$ cat src/rtl/spi_pkg.sv
// Shared defaults, master state encoding and counter sizing for the SPI link.
package spi_pkg;

    localparam int SPI_DATA_W  = 8;
    localparam int SPI_CLK_DIV = 4;

    // Master engine states, kept as plain constants for legacy tools.
    typedef logic [2:0] mst_state_t;
    localparam mst_state_t ST_IDLE  = 3'd0;
    localparam mst_state_t ST_SETUP = 3'd1;
    localparam mst_state_t ST_HIGH  = 3'd2;
    localparam mst_state_t ST_LOW   = 3'd3;
    localparam mst_state_t ST_DONE  = 3'd4;

    // Width of a counter that must be able to hold the value n itself.
    function automatic int cnt_width(input int n);
        return (n < 2) ? 1 : $clog2(n + 1);
    endfunction

endpackage

$ cat src/rtl/spi_master_slave_slave_core.sv
// SPI mode-0 slave: edge detection on the registered sclk/cs_n, shift registers
// and a completion pulse for full-length words only.
module spi_slave_core
    import spi_pkg::*;
#(
    parameter int DATA_W = SPI_DATA_W
) (
    input  logic              clk,
    input  logic              rst,
    input  logic              sclk,
    input  logic              cs_n,
    input  logic              mosi,
    output logic              miso,
    input  logic [DATA_W-1:0] s_tx_data,
    output logic [DATA_W-1:0] s_rx_data,
    output logic              s_rx_valid
);

    localparam int BW = cnt_width(DATA_W);
    localparam logic [BW-1:0] FULL_CNT = BW'(DATA_W);

    logic              sclk_q;
    logic              cs_q;
    logic [DATA_W-1:0] tx_sr;
    logic [DATA_W-1:0] rx_sr;
    logic [BW-1:0]     bit_cnt;
    logic              sclk_rise;
    logic              sclk_fall;
    logic              cs_rise;

    assign sclk_rise = sclk & ~sclk_q;
    assign sclk_fall = ~sclk & sclk_q;
    assign cs_rise   = cs_n & ~cs_q;

    // miso carries no data while deselected; otherwise the current MSB.
    assign miso = cs_n ? 1'b0 : tx_sr[DATA_W-1];

    // Delayed copies of the bus lines for edge detection.
    always_ff @(posedge clk or posedge rst) begin
        if (rst) begin
            sclk_q <= 1'b0;
            cs_q   <= 1'b0;
        end else begin
            sclk_q <= sclk;
            cs_q   <= cs_n;
        end
    end

    // Shift engine: reload while deselected, sample on rise, advance on fall.
    always_ff @(posedge clk or posedge rst) begin
        if (rst) begin
            tx_sr   <= '0;
            rx_sr   <= '0;
            bit_cnt <= '0;
        end else if (cs_n) begin
            tx_sr   <= s_tx_data;
            bit_cnt <= '0;
        end else begin
            if (sclk_rise) begin
                rx_sr   <= {rx_sr[DATA_W-2:0], mosi};
                bit_cnt <= bit_cnt + 1'b1;
            end
            if (sclk_fall) begin
                tx_sr <= {tx_sr[DATA_W-2:0], 1'b0};
            end
        end
    end

    // Publish the word when chip select releases after exactly DATA_W bits.
    always_ff @(posedge clk or posedge rst) begin
        if (rst) begin
            s_rx_data  <= '0;
            s_rx_valid <= 1'b0;
        end else if (cs_rise && (bit_cnt == FULL_CNT)) begin
            s_rx_data  <= rx_sr;
            s_rx_valid <= 1'b1;
        end else begin
            s_rx_valid <= 1'b0;
        end
    end

endmodule

$ cat src/rtl/spi_master_slave.sv
// SPI mode-0 master engine wired to a matching slave on one clock; all SPI
// wires are exported so the pair can be observed or reused on a board.
module spi_master_slave
    import spi_pkg::*;
#(
    parameter int DATA_W  = SPI_DATA_W,
    parameter int CLK_DIV = SPI_CLK_DIV
) (
    input  logic              clk,
    input  logic              rst,
    input  logic              start,
    input  logic [DATA_W-1:0] m_tx_data,
    output logic [DATA_W-1:0] m_rx_data,
    output logic              done,
    output logic              busy,
    input  logic [DATA_W-1:0] s_tx_data,
    output logic [DATA_W-1:0] s_rx_data,
    output logic              s_rx_valid,
    output logic              sclk,
    output logic              cs_n,
    output logic              mosi,
    output logic              miso
);

    localparam int BW = cnt_width(DATA_W);
    localparam int DW = cnt_width(CLK_DIV);
    localparam logic [DW-1:0] DIV_LAST = DW'(CLK_DIV - 1);
    localparam logic [BW-1:0] LAST_BIT = BW'(DATA_W - 1);
    localparam logic [BW-1:0] FULL_CNT = BW'(DATA_W);

    mst_state_t        state;
    logic [DW-1:0]     div_cnt;
    logic [BW-1:0]     bit_cnt;
    logic [DATA_W-1:0] tx_sr;
    logic [DATA_W-1:0] rx_sr;
    logic              div_end;

    assign div_end = (div_cnt == DIV_LAST);

    // Master sequencer: every phase lasts CLK_DIV cycles; sclk, mosi and the
    // miso sample all change on the edge that enters the next phase.
    always_ff @(posedge clk or posedge rst) begin
        if (rst) begin
            state     <= ST_IDLE;
            div_cnt   <= '0;
            bit_cnt   <= '0;
            tx_sr     <= '0;
            rx_sr     <= '0;
            sclk      <= 1'b0;
            cs_n      <= 1'b1;
            mosi      <= 1'b0;
            busy      <= 1'b0;
            done      <= 1'b0;
            m_rx_data <= '0;
        end else begin
            done <= 1'b0;
            case (state)
                ST_IDLE: begin
                    if (start) begin
                        tx_sr   <= m_tx_data;
                        mosi    <= m_tx_data[DATA_W-1];
                        cs_n    <= 1'b0;
                        busy    <= 1'b1;
                        div_cnt <= '0;
                        bit_cnt <= '0;
                        state   <= ST_SETUP;
                    end
                end
                ST_SETUP: begin
                    if (div_end) begin
                        div_cnt <= '0;
                        sclk    <= 1'b1;
                        rx_sr   <= {rx_sr[DATA_W-2:0], miso};
                        state   <= ST_HIGH;
                    end else begin
                        div_cnt <= div_cnt + 1'b1;
                    end
                end
                ST_HIGH: begin
                    if (div_end) begin
                        div_cnt <= '0;
                        sclk    <= 1'b0;
                        bit_cnt <= bit_cnt + 1'b1;
                        tx_sr   <= {tx_sr[DATA_W-2:0], 1'b0};
                        // After the final bit mosi simply holds until release.
                        if (bit_cnt != LAST_BIT) begin
                            mosi <= tx_sr[DATA_W-2];
                        end
                        state   <= ST_LOW;
                    end else begin
                        div_cnt <= div_cnt + 1'b1;
                    end
                end
                ST_LOW: begin
                    if (div_end) begin
                        div_cnt <= '0;
                        if (bit_cnt == FULL_CNT) begin
                            cs_n      <= 1'b1;
                            mosi      <= 1'b0;
                            m_rx_data <= rx_sr;
                            done      <= 1'b1;
                            state     <= ST_DONE;
                        end else begin
                            sclk  <= 1'b1;
                            rx_sr <= {rx_sr[DATA_W-2:0], miso};
                            state <= ST_HIGH;
                        end
                    end else begin
                        div_cnt <= div_cnt + 1'b1;
                    end
                end
                ST_DONE: begin
                    // busy stays up through the done cycle; start here is dropped.
                    busy  <= 1'b0;
                    state <= ST_IDLE;
                end
                default: begin
                    state <= ST_IDLE;
                end
            endcase
        end
    end

    spi_slave_core #(
        .DATA_W (DATA_W)
    ) u_slave (
        .clk        (clk),
        .rst        (rst),
        .sclk       (sclk),
        .cs_n       (cs_n),
        .mosi       (mosi),
        .miso       (miso),
        .s_tx_data  (s_tx_data),
        .s_rx_data  (s_rx_data),
        .s_rx_valid (s_rx_valid)
    );

endmodule

$ cat config.mk
export PLATFORM = sky130hd
export DESIGN_NAME = spi_master_slave
export DESIGN_NICKNAME = d
export VERILOG_FILES = /design/src/rtl/spi_pkg.sv /design/src/rtl/spi_master_slave_slave_core.sv /design/src/rtl/spi_master_slave.sv
export SDC_FILE = /design/constraint.sdc
export NUM_CORES = 1
export LEC_CHECK = 0
export CORE_MARGIN = 2
export CORE_UTILIZATION = 50
export CTS_CLUSTER_SIZE = 40
export DETAILED_ROUTE_END_ITERATION = 8
export PLACE_DENSITY_LB_ADDON = 0.2
export SLEW_MARGIN = 20
export SYNTH_ARGS = -nofsm -noshare
export SYNTH_HDL_FRONTEND = slang
export SYNTH_SLANG_ARGS = --single-unit
$ cat constraint.sdc
create_clock -name clk -period 5.2 [get_ports clk]
set_clock_uncertainty 0.2 [all_clocks]
set_input_delay 1.04 -clock clk [delete_from_list [all_inputs] [get_ports clk]]
set_output_delay 1.04 -clock clk [all_outputs]
set_load 0.02 [all_outputs]
# Word-level counts from Yosys, hierarchy flattened

Cells that the tools add are included.

Register bits after elaboration: 69
Latch bits: 0
RAM bits: 0
ROM bits: 0
Bits of input ports: 19
Output and inout bits: 23
Memories: 0

Add/sub/neg operators: 3
$mul: 0
Divide/modulo/power cells: 0
Magnitude comparators: 0
Equality and inequality tests: 15
Shift-type cells: 0
Muxes and demuxes: 45
Bitwise logic cells: 7
Reductions and logical operators: 22

Operators with widths:

| operator                                             | number |
|---|---|
| two-way mux 8 bit                                    | 5 |
| two-way mux 3 bit                                    | 7 |
| two-way mux 1 bit                                    | 18 |
| two-way mux 4 bit                                    | 4 |
| one-hot mux 8 bit (2 select lines)                   | 1 |
| two-way mux 7 bit                                    | 2 |
| != test 2 bit (second input constant)                | 7 |
| one-hot mux 7 bit (2 select lines)                   | 1 |
| nonzero test 2 bit                                   | 7 |
| one-hot mux 3 bit (4 select lines)                   | 1 |
| AND reduction 4 bit                                  | 3 |
| equality test 3 x 2 -> 1 bit (second input constant) | 3 |
| adder 4 x 1 -> 4 bit (second input constant)         | 2 |
| equality test 4 bit (second input constant)          | 2 |
| one-hot mux 4 bit (2 select lines)                   | 1 |
| one-hot mux 1 bit (3 select lines)                   | 2 |
| one-hot mux 3 bit (2 select lines)                   | 1 |
| AND reduction 2 bit                                  | 3 |
| AND reduction 3 bit                                  | 2 |
| AND reduction 6 bit                                  | 1 |
| nonzero test 3 bit                                   | 2 |
| AND reduction 5 bit                                  | 1 |
| != test 4 x 3 -> 1 bit (second input constant)       | 1 |
| inverter 1 bit                                       | 4 |
| other kinds (8)                                      | 11 |

# Depth between registers and ports, before layout

Depth after elaboration: 4
Mapped depth: 7
Mapped depth without buffers: 7

# Hierarchy

Synthesis repeated with hierarchy kept, for this count alone.

Cell total of the unflattened synthesis: 240
Area, all modules: 3,009.1 um^2

By module, submodules not included:

| module           | times used | cells an instance | area each (um^2) | seq. area each (um^2) |
|---|---|---|---|---|
| spi_master_slave | 1          | 142               | 1,737.9          | 952.2 |
| spi_slave_core   | 1          | 98                | 1,271.2          | 775.7 |

# Worst setup path before layout

No wires, ideal clock.

Path kind: in2reg
From: input start
To: register bit_cnt[2]
Arrival time: 1,975 ps
Required time: 4,934 ps
Path slack: 2,959 ps
Stages: 4
Path buffers: 0
Path through: nand2b_1 > a211o_1 > or4b_1 > nand2_1

Cells in the longest elaborated chain, start to end: 2

Ends and longest elaborated chain:

| element                              | RTL line               | source |
|---|---|---|
| start, declared                      | spi_master_slave.sv:11 | `input logic start,` |
| != test 2 bit (no source line)       | n/a                    |  |
| AND reduction 3 bit (no source line) | n/a                    |  |
| end signal, assigned                 | spi_master_slave.sv:83 | `bit_cnt <= bit_cnt + 1'b1;` |
| end, declared                        | spi_master_slave.sv:33 | `logic [BW-1:0] bit_cnt;` |

Every way passes these cells.
A chain may end at the register's enable or synchronous reset.

# Worst setup path in the final report

From: register cs_n
To: output cs_n

RTL lines:

| element                | RTL line               | source |
|---|---|---|
| start, declared        | spi_master_slave.sv:20 | `output logic cs_n,` |
| start signal, assigned | spi_master_slave.sv:50 | `cs_n <= 1'b1;` |
| start signal, assigned | spi_master_slave.sv:62 | `cs_n <= 1'b0;` |
| start signal, assigned | spi_master_slave.sv:98 | `cs_n <= 1'b1;` |

No word-level cell between the ends.

==> results.md <==
* Critical path's slowest cell: dfstp_2
* Port Buf Inserts at 41
* Yosys reg bits at 69
* Unrepaired setup endpoints after global routing: no
* Post-synthesis cell area at 2919 sq um
* Row cnt at 27
* Dpl hpwl at 3252 microns
* Ports at 42
* Worst path bufs/invs at 1
* Crit path largest cell delay at 780 ps
* Slew of the pin with the lowest slew margin at 855.9 ps
* Synth cell types at 40
* Async S/R FF share, synth at 1.000
* Final WL at 4866 microns
* Met1 Use GR at 0.2329
* Combinational group share of total power at 0.309
* Core area at 5574 sq um
* Design Area, Final at 3565 sq um
* Arr. time, crit path at 1800 ps
* Fin. max-slew vios at 0
* Number of global-route vias before repair at 1,871
* Top post-synthesis cells by count: dfrtp_1, nand2_1, mux2_2
* Die width at 80.41 microns
* Area after DPL at 3385 sq um
* CTS Hold Bufs at 0
* Setup TNS Final at 0 ps
* Cell accounting for the most synthesized area: dfrtp_1
* Post-route clock period utilization at 0.5855
* Final setup fails at 0
* Yosys top cell area share at 0.5829
* Top cells by area, synth: dfrtp_1, mux2_2, nand2_1
* Clock sink count at 69
* Antenna cells at 0
* Flop pwr share at 0.469
* Global route overflow at 0
* Final ANT Viol Nets at 0
* Status: finished, final reports clean
* Mapped Nets at 278
* Main flop type after synthesis: dfrtp_1
* Fraction of layout cells with a size suffix above 1 at 0.1523
* Worst-path fanout max at 25
* Via count at 1,910
* DR iter-0 viols at 97
* Net count, final at 322
* Pwr Density at 517.3 nW/um^2
* Final Hold Viols at 0
* DR WL/cell at 13.01 microns
* Clock share of power at 0.222
* CP Class: reg2out
* CP Cell Sequence: clkdlybuf4s50_1
* WP data required at 3960 ps
* Post-synthesis compound-gate area fraction at 0.06344
* Switching portion of total power at 0.3331
* Critical Path Sink Type: primary output
* Tmin final at 3045 ps
* Clock Latency Late Sink at 340 ps
* Met2 usage at 0.2617
* Met3 track demand over resource at 0.05393
* Largest family of logic cells by synthesized area: multiplexers
* Htree depth at 3
* Internal Power at 1.230 mW
* Root Driver: clkbuf_8
* # Post-CTS Setup Buffers at 0
* Post-synthesis cell count at 254
* Post-synth EDFFs at 0
* DRC viols at 0
* Clock Path Buffers at 2
* Leakage dissipation at 1.725 nW
* VDD IR-drop max at 0.2706 mV
* Top-count cell post-synth: dfrtp_1
* Total power at 1.844 mW
* Vias per cell at 5.107
* Synth Warn # at 0
* Sequential area share after synthesis at 0.5919
* Type of the worst min-delay path: reg2reg
* First-pass GRT wire length at 8542 microns
* Starting Density at 0.5237
* Die area at 6465 sq um
* Max cap viols at 0
* CTS buffer count at 9
* Mux cell area share after synthesis at 0.1483
* Maximum clock frequency at 0.3284 GHz
* P_sw at 0.6142 mW
* Filler Cells Inserted at 481
* Synth Area in Simple Gates at 0.1303
* Most Crowded Layer GR: met2
* Area growth from synthesis to layout at 22.12%
* Post-CTS Resized at 0
* Reg-to-reg setup timing slack at 3100 ps
* Worst path top cell family by delay: flip-flops
* Adder-cell share of the synthesized area at 0.02143
* Hold slack at 240.1 ps
* Initial antenna violation count at 0
* Mean Syn Cell Area at 11.49 sq um
* CP Launch Type: register
* GRT Overall Usage at 0.1769
* Final Wtd Congestion at 0.7407
* Post-synthesis xor/xnor area fraction at 0.01200
* Die height at 80.41 microns
* Pre-antenna DRT Iters at 4
* Worst slew margin at 0.4213
* CTS clk-pin slew, worst paths at 70 ps
* Largest net degree at the start of global routing at 38
* CTS tree: yes
==> stage by stage <==
step / worst slack (ps) / utilization / std cells
after floorplan: 2222 / - / 254
after global placement: 2182 / 0.6072 / 359
after detailed placement: 2151 / 0.6072 / 359
after CTS: 2128 / 0.6395 / 374
after global routing: 2052 / 0.6395 / 374
final: 2155 / 0.6395 / 374
==> worst register-to-register path: stages (launching register included) <==
cell,delay (ps)
dfrtp_1,390
ha_1,270
nand3b_1,200
or3_1,380
clkinv_1,330
nand2_1,160
nand2_1,60
==> logic make-up after synthesis <==
logic type,count (synthesis)
AND/OR/NAND/NOR,83
flip-flops,69
multiplexers,40
AO/OA/AOI/OAI,31
buffers and inverters,22
adder cells (fa/ha/maj),5
XOR/XNOR,4
==> power by group through the flow <==
stage / registers [mW] / logic [mW] / clock network [mW]
detailed placement: 0.874 / 0.577 / 0
finish: 0.865 / 0.570 / 0.409
global placement: 0.870 / 0.560 / 0
CTS: 0.867 / 0.579 / 0.425
floorplan: 0.845 / 0.436 / 0
global route: 0.894 / 0.644 / 0.445
==> routing by layer <==
metal,vias to the layer above,routed length [microns]
met3,11,200
met1,921,2383
met5,-,0
met2,34,2173
li1,944,-
met4,0,109
==> flip-flops by register name, summed over array words and instances, names as in the netlist, 3 cells and up <==
signal,count
state,3
u_slave.s_rx_data,8
bit_cnt,4
rx_sr,8
div_cnt,3
u_slave.tx_sr,8
m_rx_data,8
u_slave.rx_sr,8
u_slave.bit_cnt,4
tx_sr,7
==> path summary, 6_finish.rpt <==
kind | startpoint | end | depth (start not counted)
setup reg to reg | div_cnt[0] | m_rx_data[2] | 6
hold / removal | sclk | u_slave.sclk_q | 0
hold reg to reg | sclk | u_slave.sclk_q | 0
setup / recovery | cs_n | cs_n | 1
max in group asynchronous | rst | cs_n | 3
min in group asynchronous | rst | u_slave.s_rx_data[6] | 2
==> final cells by class <==
| class | instances | area [sq um] | share of cell area |
|---|---|---|---|
| repair buffers | 43 | 425.4 | 0.1193 |
| well taps | 72 | 90.09 | 0.02527 |
| clock inverters | 5 | 52.55 | 0.01474 |
| inverters | 12 | 45.04 | 0.01264 |
| flip-flops and latches | 69 | 1728 | 0.4847 |
| multi-input cells | 163 | 1096 | 0.3075 |
| clock buffers | 10 | 127.6 | 0.03580 |
==> cells in the final DEF, fill, tap and decap left out, types with 2 or more instances in the layout <==
master and count:
dfrtp_1 68, nand2_1 47, clkdlybuf4s50_1 41, mux2_2 26
o21ai_0 17, mux2i_1 14, nor2_1 13, inv_1 10
clkbuf_8 9, ha_1 5, a21oi_1 4, nor2b_1 3
nand4_1 3, xor2_1 3, nand2b_1 3, clkinv_2 3
nor3_1 2, a22o_1 2, nand3_1 2, buf_4 2
Note: power is estimated with default switching activity, not from simulation.
